`src/rtl/shift_issue_if.sv`:
```
// Bundles the decode-side, shift-unit-side and writeback-side signals of shift_issue.
// The slave modport is the issue controller. The master modport is its environment:
// decode, the shift unit and writeback.
interface shift_issue_if;
  // decode -> issue
  logic        in_valid;
  logic        in_ready;
  logic [2:0]  in_funct3;
  logic [6:0]  in_funct7;
  logic        in_is_imm;
  logic [31:0] in_rs1_val;
  logic [31:0] in_rs2_val;
  logic [31:0] in_imm;
  logic [4:0]  in_rd;
  // issue <-> shift unit
  logic        sh_start;
  logic [31:0] sh_op1;
  logic [31:0] sh_op2;
  logic [31:0] sh_imm_data;
  logic [1:0]  sh_use_part;
  logic [1:0]  sh_op_mode1;
  logic [2:0]  sh_op_mode2;
  logic        sh_done;
  logic [31:0] sh_res;
  // issue -> writeback
  logic        wb_valid;
  logic        wb_ready;
  logic [4:0]  wb_rd;
  logic [31:0] wb_data;
  logic        wb_err;

  modport slave (
    input  in_valid, in_funct3, in_funct7, in_is_imm, in_rs1_val, in_rs2_val, in_imm, in_rd,
    output in_ready,
    output sh_start, sh_op1, sh_op2, sh_imm_data, sh_use_part, sh_op_mode1, sh_op_mode2,
    input  sh_done, sh_res,
    output wb_valid, wb_rd, wb_data, wb_err,
    input  wb_ready
  );

  modport master (
    output in_valid, in_funct3, in_funct7, in_is_imm, in_rs1_val, in_rs2_val, in_imm, in_rd,
    input  in_ready,
    input  sh_start, sh_op1, sh_op2, sh_imm_data, sh_use_part, sh_op_mode1, sh_op_mode2,
    output sh_done, sh_res,
    input  wb_valid, wb_rd, wb_data, wb_err,
    output wb_ready
  );
endinterface

```
`src/rtl/shift_issue.sv`:
```
// shift_issue: issue-side controller for the iterative shift unit.
// It accepts one RV32I shift instruction at a time, validates the encoding and starts the
// shift unit. It then waits for the unit's done pulse and hands the result to writeback.
// Optional feature: define SHIFT_ISSUE_TIMEOUT_EN to bound WAIT to TIMEOUT cycles.
// On expiry the instruction retires with wb_err set.
module shift_issue #(
  parameter int TIMEOUT = 64
) (
  input  logic         clk,
  input  logic         rst,
  shift_issue_if.slave bus
);

  typedef enum logic [1:0] {S_IDLE, S_ISSUE, S_WAIT, S_WB} state_t;

  localparam logic [2:0] MODE2_SLL = 3'b001;
  localparam logic [2:0] MODE2_SRL = 3'b010;
  localparam logic [2:0] MODE2_SRA = 3'b100;

  state_t      state, state_next;
  logic        accept;
  logic        dec_legal;
  logic [2:0]  dec_mode2;
  logic        timeout_hit;

  logic [31:0] op1_q, op2_q, imm_q, wb_data_q;
  logic [1:0]  mode1_q;
  logic [2:0]  mode2_q;
  logic [4:0]  rd_q;
  logic        wb_err_q;

  // Only shamt[4:0] reaches the unit. The upper operand bits are intentionally dropped.
  logic unused_hi;
  assign unused_hi = ^{bus.in_rs2_val[31:5], bus.in_imm[31:5]};

  assign accept = bus.in_valid && (state == S_IDLE);

  // Decode funct3/funct7 into a legal flag and the shift-unit mode.
  // funct7[0] is shamt[5], so any non-zero value in it is illegal on RV32.
  always_comb begin
    // NOTE: every always_comb output gets a default first, so no path can infer a latch.
    dec_legal = 1'b0;
    dec_mode2 = 3'b000;
    if (bus.in_funct3 == 3'b001 && bus.in_funct7 == 7'b0000000) begin
      dec_legal = 1'b1;
      dec_mode2 = MODE2_SLL;
    end else if (bus.in_funct3 == 3'b101 && bus.in_funct7 == 7'b0000000) begin
      dec_legal = 1'b1;
      dec_mode2 = MODE2_SRL;
    end else if (bus.in_funct3 == 3'b101 && bus.in_funct7 == 7'b0100000) begin
      dec_legal = 1'b1;
      dec_mode2 = MODE2_SRA;
    end
  end

`ifdef SHIFT_ISSUE_TIMEOUT_EN
  localparam int CNT_W = $clog2(TIMEOUT + 1);
  logic [CNT_W-1:0] wait_cnt;

  // Count the cycles spent in WAIT. The count restarts from zero on every entry.
  always_ff @(posedge clk or posedge rst) begin
    if (rst)                  wait_cnt <= '0;
    else if (state != S_WAIT) wait_cnt <= '0;
    else                      wait_cnt <= wait_cnt + 1'b1;
  end

  assign timeout_hit = (state == S_WAIT) && (wait_cnt == CNT_W'(TIMEOUT - 1));
`else
  assign timeout_hit = 1'b0;
`endif

  // State register.
  always_ff @(posedge clk or posedge rst) begin
    // NOTE: sequential state uses non-blocking assignments, so every flop samples pre-edge values.
    if (rst) state <= S_IDLE;
    else     state <= state_next;
  end

  // Next-state logic. A completing done has priority over a timeout on the same cycle.
  always_comb begin
    state_next = state;
    case (state)
      S_IDLE:  if (accept) state_next = dec_legal ? S_ISSUE : S_WB;
      S_ISSUE: state_next = S_WAIT;
      S_WAIT:  if (bus.sh_done || timeout_hit) state_next = S_WB;
      S_WB:    if (bus.wb_ready) state_next = S_IDLE;
      default: state_next = S_IDLE;
    endcase
  end

  // Capture the instruction fields on accept, and the result (or error) when WAIT ends.
  always_ff @(posedge clk or posedge rst) begin
    if (rst) begin
      op1_q     <= '0;
      op2_q     <= '0;
      imm_q     <= '0;
      mode1_q   <= '0;
      mode2_q   <= '0;
      rd_q      <= '0;
      wb_data_q <= '0;
      wb_err_q  <= 1'b0;
    end else if (accept) begin
      op1_q     <= bus.in_rs1_val;
      op2_q     <= {27'b0, bus.in_rs2_val[4:0]};
      imm_q     <= {27'b0, bus.in_imm[4:0]};
      mode1_q   <= bus.in_is_imm ? 2'b10 : 2'b00;
      mode2_q   <= dec_mode2;
      rd_q      <= bus.in_rd;
      wb_data_q <= '0;
      wb_err_q  <= ~dec_legal;
    end else if (state == S_WAIT && bus.sh_done) begin
      wb_data_q <= bus.sh_res;
      wb_err_q  <= 1'b0;
    end else if (timeout_hit) begin
      wb_data_q <= '0;
      wb_err_q  <= 1'b1;
    end
  end

  // Outputs decoded from the state. The sh_* outputs are forced to zero while idle.
  assign bus.in_ready    = (state == S_IDLE);
  assign bus.sh_start    = (state == S_ISSUE);
  assign bus.sh_use_part = (state == S_IDLE) ? 2'b00 : 2'b01;
  assign bus.sh_op1      = (state == S_IDLE) ? '0 : op1_q;
  assign bus.sh_op2      = (state == S_IDLE) ? '0 : op2_q;
  assign bus.sh_imm_data = (state == S_IDLE) ? '0 : imm_q;
  assign bus.sh_op_mode1 = (state == S_IDLE) ? '0 : mode1_q;
  assign bus.sh_op_mode2 = (state == S_IDLE) ? '0 : mode2_q;
  assign bus.wb_valid    = (state == S_WB);
  assign bus.wb_rd       = rd_q;
  assign bus.wb_data     = wb_data_q;
  assign bus.wb_err      = wb_err_q;

endmodule

```
`src/flat_wrapper.sv`:
```
// flat-port wrapper written by rule: the top's interface ports become plain ports
module shift_issue_flat 
#(
  parameter int TIMEOUT = 64
)
  (clk, rst, bus_in_valid, bus_in_funct3, bus_in_funct7, bus_in_is_imm, bus_in_rs1_val, bus_in_rs2_val, bus_in_imm, bus_in_rd, bus_in_ready, bus_sh_start, bus_sh_op1, bus_sh_op2, bus_sh_imm_data, bus_sh_use_part, bus_sh_op_mode1, bus_sh_op_mode2, bus_sh_done, bus_sh_res, bus_wb_valid, bus_wb_rd, bus_wb_data, bus_wb_err, bus_wb_ready);
  shift_issue_if bus_i ();
  input  logic clk;
  input  logic rst;
  input wire logic [$bits(bus_i.in_valid)-1:0] bus_in_valid;
  input wire logic [$bits(bus_i.in_funct3)-1:0] bus_in_funct3;
  input wire logic [$bits(bus_i.in_funct7)-1:0] bus_in_funct7;
  input wire logic [$bits(bus_i.in_is_imm)-1:0] bus_in_is_imm;
  input wire logic [$bits(bus_i.in_rs1_val)-1:0] bus_in_rs1_val;
  input wire logic [$bits(bus_i.in_rs2_val)-1:0] bus_in_rs2_val;
  input wire logic [$bits(bus_i.in_imm)-1:0] bus_in_imm;
  input wire logic [$bits(bus_i.in_rd)-1:0] bus_in_rd;
  output wire logic [$bits(bus_i.in_ready)-1:0] bus_in_ready;
  output wire logic [$bits(bus_i.sh_start)-1:0] bus_sh_start;
  output wire logic [$bits(bus_i.sh_op1)-1:0] bus_sh_op1;
  output wire logic [$bits(bus_i.sh_op2)-1:0] bus_sh_op2;
  output wire logic [$bits(bus_i.sh_imm_data)-1:0] bus_sh_imm_data;
  output wire logic [$bits(bus_i.sh_use_part)-1:0] bus_sh_use_part;
  output wire logic [$bits(bus_i.sh_op_mode1)-1:0] bus_sh_op_mode1;
  output wire logic [$bits(bus_i.sh_op_mode2)-1:0] bus_sh_op_mode2;
  input wire logic [$bits(bus_i.sh_done)-1:0] bus_sh_done;
  input wire logic [$bits(bus_i.sh_res)-1:0] bus_sh_res;
  output wire logic [$bits(bus_i.wb_valid)-1:0] bus_wb_valid;
  output wire logic [$bits(bus_i.wb_rd)-1:0] bus_wb_rd;
  output wire logic [$bits(bus_i.wb_data)-1:0] bus_wb_data;
  output wire logic [$bits(bus_i.wb_err)-1:0] bus_wb_err;
  input wire logic [$bits(bus_i.wb_ready)-1:0] bus_wb_ready;
  assign bus_i.in_valid = bus_in_valid;
  assign bus_i.in_funct3 = bus_in_funct3;
  assign bus_i.in_funct7 = bus_in_funct7;
  assign bus_i.in_is_imm = bus_in_is_imm;
  assign bus_i.in_rs1_val = bus_in_rs1_val;
  assign bus_i.in_rs2_val = bus_in_rs2_val;
  assign bus_i.in_imm = bus_in_imm;
  assign bus_i.in_rd = bus_in_rd;
  assign bus_in_ready = bus_i.in_ready;
  assign bus_sh_start = bus_i.sh_start;
  assign bus_sh_op1 = bus_i.sh_op1;
  assign bus_sh_op2 = bus_i.sh_op2;
  assign bus_sh_imm_data = bus_i.sh_imm_data;
  assign bus_sh_use_part = bus_i.sh_use_part;
  assign bus_sh_op_mode1 = bus_i.sh_op_mode1;
  assign bus_sh_op_mode2 = bus_i.sh_op_mode2;
  assign bus_i.sh_done = bus_sh_done;
  assign bus_i.sh_res = bus_sh_res;
  assign bus_wb_valid = bus_i.wb_valid;
  assign bus_wb_rd = bus_i.wb_rd;
  assign bus_wb_data = bus_i.wb_data;
  assign bus_wb_err = bus_i.wb_err;
  assign bus_i.wb_ready = bus_wb_ready;
  shift_issue #(.TIMEOUT(TIMEOUT)) u_core (.clk(clk), .rst(rst), .bus(bus_i));
endmodule
```
`config.mk`:
```
export PLATFORM = sky130hd
export DESIGN_NAME = shift_issue_flat
export DESIGN_NICKNAME = d
export VERILOG_FILES = /design/src/rtl/shift_issue_if.sv /design/src/rtl/shift_issue.sv /design/src/flat_wrapper.sv
export SDC_FILE = /design/constraint.sdc
export NUM_CORES = 1
export LEC_CHECK = 0
export CORE_AREA = 2 2 114 116
export CTS_CLUSTER_SIZE = 8
export DETAILED_ROUTE_END_ITERATION = 10
export DIE_AREA = 0 0 116 118
export PLACE_DENSITY = 0.82
export RECOVER_POWER = 100
export SLEW_MARGIN = 10
export SYNTH_ARGS = -nofsm -noshare
export SYNTH_HDL_FRONTEND = slang
export SYNTH_SLANG_ARGS = --single-unit
```
`constraint.sdc`:
```
create_clock -name clk -period 4.9 [get_ports clk]
set_input_delay 1.47 -clock clk [delete_from_list [all_inputs] [get_ports clk]]
set_output_delay 1.47 -clock clk [all_outputs]
set_load 0.02 [all_outputs]
```
# After elaboration in Yosys (flattened, before gate mapping)
# Cells that the tools add are included.
[totals]
reg_bits = 87
latch_bits = 0
ram_bits = 0
rom_bits = 0
input_bits = 149
output_inout_bits = 144
n_memories = 0
[classes]
addsub = 0
mul = 0
div_mod_pow = 0
n_lt_le_gt_ge = 0
n_eq_ne = 9
n_shift = 0
muxes = 22
bitwise = 1
reduce_logical = 9
[op_table]
columns = ["op", "count"]
rows = [
  ["32-bit two-way mux", 3],
  ["2-bit two-way mux", 6],
  ["3-bit two-way mux", 4],
  ["5-bit two-way mux", 2],
  ["2-bit one-hot mux with 4 select lines", 1],
  ["7-bit by 6-bit == test with 1-bit output (second input constant)", 1],
  ["7-bit zero test", 1],
  ["1-bit two-way mux", 6],
  ["1-bit logical AND", 5],
  ["2-bit == test (second input constant)", 2],
  ["2-bit by 1-bit != test with 1-bit output (second input constant)", 2],
  ["3-bit by 1-bit == test with 1-bit output (second input constant)", 1],
  ["3-bit == test (second input constant)", 1],
  ["3-bit AND reduction", 1],
  ["2-bit by 1-bit == test with 1-bit output (second input constant)", 1],
  ["2-bit zero test", 1],
  ["2-bit != test (second input constant)", 1],
  ["2-bit nonzero test", 1],
  ["1-bit inverter", 1],
]

# Longest topological paths before layout
# Gate-level depths: netlist (run 1).
[logic_depth]
ltp_word = 8
ltp_mapped = 7

# Worst setup path after synthesis (run 1)
# Ideal clock, no wire load.
[synth_timing]
kind = "register to output"
startpoint = "reg u_core.state[0]"
endpoint = "out bus_sh_op1[12]"
arrival_time_ns = 1.642
required_ns = 3.430
slack_ns = 1.788
stages_incl_launch_ff = 6
path_buffers = 2
path_cell_list = "dfrtp_1 -> inv_1 -> ha_1 -> clkbuf_2 -> clkbuf_1 -> and2b_1"
[synth_between]
elab_chain_len = 2
[synth_rtl]
columns = ["element", "line_no", "text"]
rows = [
  ["start: declaration", "shift_issue.sv:20", "state_t state, state_next;"],
  ["start signal: assignment", "shift_issue.sv:76", "else state <= state_next;"],
  ["2-bit zero test", "-", ""],
  ["named net bus_in_ready", "flat_wrapper.sv:18", "output wire logic [$bits(bus_i.in_ready)-1:0] bus_in_ready;"],
  ["32-bit two-way mux", "shift_issue.sv:124", "assign bus.sh_op1 = (state == S_IDLE) ? '0 : op1_q;"],
  ["end: declaration", "flat_wrapper.sv:20", "output wire logic [$bits(bus_i.sh_op1)-1:0] bus_sh_op1;"],
]
# The timed path passes the listed nets, and every way through them passes these cells.

# Worst setup path in the final report (run 1)
[layout_timing]
startpoint = "in bus_in_valid"
endpoint = "reg u_core.rd_q[0] (netlist: u_core.bus.wb_rd[0])"
[layout_between]
elab_chain_len = 1
[layout_rtl]
columns = ["element", "line_no", "text"]
rows = [
  ["start: declaration", "flat_wrapper.sv:10", "input wire logic [$bits(bus_i.in_valid)-1:0] bus_in_valid;"],
  ["1-bit logical AND", "shift_issue.sv:36", "assign accept = bus.in_valid && (state == S_IDLE);"],
  ["end signal: assignment", "shift_issue.sv:108", "rd_q <= bus.in_rd;"],
  ["end: declaration", "shift_issue.sv:29", "logic [4:0] rd_q;"],
]
# Every way passes these cells.
# A chain may end at the register's enable or synchronous reset.

==> results of run 1 <==
==> critical path, cell delays in order <==
cell and delay (ps):
dlygate4sd3_1 580, and2_0 1080, clkbuf_2 820, mux2_2 420
==> cell usage in the layout (no fill, tap or decap), drive strengths merged, types with 2 or more instances in the layout <==
cell type	count
and2b	5
a22o	33
ha	5
nand3	2
mux2	48
clkinvlp	3
clkbuf	12
nand2	6
clkdlybuf4s50	91
conb	56
dfrtp	86
nor2	2
dlygate4sd3	91
nor2b	41
inv	8
bufinv	2
==> synthesized netlist by cell type <==
| cell type | n | area, um^2 |
|---|---|---|
| a22o_2 | 2 | 20.02 |
| a22oi_1 | 1 | 7.510 |
| ha_1 | 5 | 62.56 |
| conb_1 | 1 | 3.750 |
| inv_1 | 7 | 26.28 |
| nor2b_1 | 41 | 256.5 |
| nand2b_1 | 1 | 6.260 |
| mux2_2 | 48 | 540.5 |
| and2b_1 | 5 | 37.54 |
| a222oi_1 | 1 | 10.01 |
| buf_6 | 10 | 112.6 |
| nand2_1 | 5 | 18.77 |
| nand3_1 | 2 | 10.01 |
| o41ai_1 | 1 | 8.760 |
| and3_4 | 1 | 11.26 |
| clkbuf_8 | 3 | 41.29 |
| buf_4 | 56 | 420.4 |
| nor2_1 | 2 | 7.510 |
| o21ai_0 | 1 | 5.000 |
| mux2i_1 | 1 | 10.01 |
| clkbuf_1 | 4 | 15.01 |
| clkbuf_2 | 1 | 5.000 |
| nor4b_2 | 1 | 15.01 |
| nand2_2 | 1 | 6.260 |
| o31ai_1 | 1 | 7.510 |
| a22o_1 | 31 | 271.5 |
| nor4_2 | 1 | 12.51 |
| a41o_1 | 1 | 10.01 |
| and2_1 | 1 | 6.260 |
| a2bb2oi_1 | 1 | 8.760 |
| a21oi_4 | 1 | 16.27 |
| dfrtp_1 | 86 | 2152 |
==> per-layer routing <==
metal | track usage | share of wire | wire length (um)
met2 | 0.2273 | 0.50 | 4592
met5 | 0 | 0 | 0
met3 | 0.04480 | 0.087 | 801
met1 | 0.1566 | 0.40 | 3650
met4 | 0.04539 | 0.019 | 171
==> power breakdown <==
part	internal, mW	leakage [nW]	switching [mW]
sequential	1.03	1.06	0.151
clock	0.464	0.156	0.287
combinational	0.966	1.57	1.00
total	2.46	2.78	1.44
==> area by class of cell <==
class / count / area, um^2 / share of cell area
Clock inverter: 6 / 92.59 / 0.01511
Multi-Input combinational cell: 212 / 1565 / 0.2554
Tap cell: 172 / 215.2 / 0.03511
Inverter: 7 / 27.53 / 0.004491
Timing Repair Buffer: 185 / 1838 / 0.2999
Sequential cell: 86 / 2152 / 0.3511
Clock buffer: 10 / 239.0 / 0.03899
==> how the worst min path moves through the flow <==
stage | from | to | depth (start not counted) | slack, ps
6_report | u_core.mode2_q[1] | u_core.mode2_q[1] | 2 | 480
5_1_grt | u_core.op1_q[30] | u_core.op1_q[30] | 1 | 520
4_1_cts | u_core.mode2_q[1] | u_core.mode2_q[1] | 2 | 480
3_5_place_dp | u_core.mode2_q[1] | u_core.mode2_q[1] | 2 | 470
3_3_place_gp | u_core.mode2_q[1] | u_core.mode2_q[1] | 2 | 460
2_1_floorplan | u_core.mode2_q[0] | u_core.mode2_q[0] | 2 | 440
==> registers in the layout (all words and copies together) (netlist names) <==
register,flops
u_core.op2_q,5
u_core.state,2
u_core.bus.wb_data,32
u_core.op1_q,32
u_core.mode2_q,3
u_core.bus.wb_rd,5
u_core.mode1_q,1
u_core.bus.wb_err,1
u_core.imm_q,5
==> metrics by stage <==
step	worst slack (ps)	instances	utilization	hold WS, ps
after floorplan	1208	379	-	435.4
after global placement	1243	662	0.4688	461.3
after detailed placement	1187	662	0.4688	466.4
after CTS	819.6	678	0.4955	480.4
after global routing	367.9	678	0.4938	515.5
final	718.7	678	0.4938	475.0
==> cells by family (layout without fill, tap and decap cells) <==
group	after synthesis	in the layout	share of synthesized area
AO/OA/AOI/OAI	41	41	0.08819
adder cells (fa/ha/maj)	5	5	0.01510
buffers and inverters	81	208	0.1498
flip-flops	86	86	0.5195
multiplexers	49	49	0.1329
other	1	56	0.0009052
AND/OR/NAND/NOR	61	61	0.09363
==> qor.csv, run 1 <==
metric,value,unit
floorplan die width,116,um
final setup violation count,0,
number of nets with antenna violations after detailed routing,0,
reg-to-reg endpoint,u_core.bus.wb_rd[0],
Hold Fails Final Rpt,0,
final antenna diode count,0,
half-perimeter wire length after detailed placement,6.776,mm
Yosys Warn Count,0,
wire length after detailed routing,9.215,mm
Worst-path clk slew,60,ps
endpoint of the worst setup timing path,u_core.bus.wb_rd[0],
placed standard-cell area,5819,um^2
number of buffers created by CTS,9,
count of vias placed by the detailed router,2898,
startpoint of the worst setup timing path,bus_in_valid,
number of max-capacitance violations reported,1,
DRC errors left,0,
quantity of hold-fixing buffers added after cts,0,
Resize count post-CTS,0,
number of DRC markers after the initial detailed-route iteration,73,
cell area after layout,6130,um^2
Power Dens Cells,636.2,nW/um^2
average routed wire per standard cell,13.59,um
Synth cell types,32,
clk sink count,86,
number of cells on the worst reg-to-reg path,5,
type of element capturing the critical path,flop,
measured slew at the worst slew-check pin,1886,ps
PnR Total Power,3.900,mW
proportion of layout cells with a drive suffix above 1,0.1462,
initial antenna violation count,0,
standard-cell row count,41,
proportion of synthesized chip area in sequential cells,0.5195,
reg-to-reg startpoint,u_core.state[0],
GRT Overall Usage,0.1337,
result of the run,"finished, violations left",
required time reported for the critical path endpoint,5110,ps
maximum clock frequency,0.2392,GHz
type of origin of the critical path,input port,
failing checks,"capacitance limit, slew limit",
unrepaired setup endpoints after global routing,no,
maximum count of clock buffers along a single path,2,
largest net degree at the start of global routing,53,
starting density of the core,0.3337,
final setup TNS,0,ps
Slew Limit Fails,37,
clock latency on the worst-skew pair,330,ps
number of port buffers,182,
type of the most critical hold path,flop to flop,
Worst VDD drop,0.3042,mV
Leakage Power,2.785,nW
largest fanout of any net on the critical path,32,
Die Area,13690,um^2
number of primary I/O pins,293,
die outline height,118,um
normalized max-slew margin,-0.2573,
number of setup buffers added after CTS,0,
# H-tree levels,3,
reg2reg setup slack,960,ps
final worst path period share,0.8533,
post-route clock skew,5.815,ps
final net count,655,
CP Class,input port to flop,
global-route wire length before repair,14.53,mm
root buffer cell,clkbuf_16,
# fillers,1116,
via density per instance,4.274,
post-layout min period,4181,ps
Area Overhead vs Synth,47.96,%
via count of the first global-routing pass,2985,
cell count after synthesis,324,
CTS tree,done,
weighted congestion at the end of routability-driven global placement,0.7471,
number of register bits inferred by synthesis,86,
summed instance area of the synthesized netlist,4143,um^2
Avg Inst Size Synth,12.79,um^2
data arrival time at the worst-slack endpoint,4400,ps
standard cell core area,12410,um^2
aggregate global routing overflow,0,
number of iterations in the first detailed-routing pass,4,
(Power assumes the default switching activity.)
==> inputs of run 2 (changes only) <==
Settings changed: CTS_CLUSTER_DIAMETER set to 200.
==> results of run 2 <==
Same layout as run 1: the final DEF is identical, and so are final timing and power.
==> inputs of run 3 (changes only) <==
Settings changed: SKIP_LAST_GASP set to 1.
==> results of run 3 <==
Same layout as run 1: the final DEF is identical, and so are final timing and power.
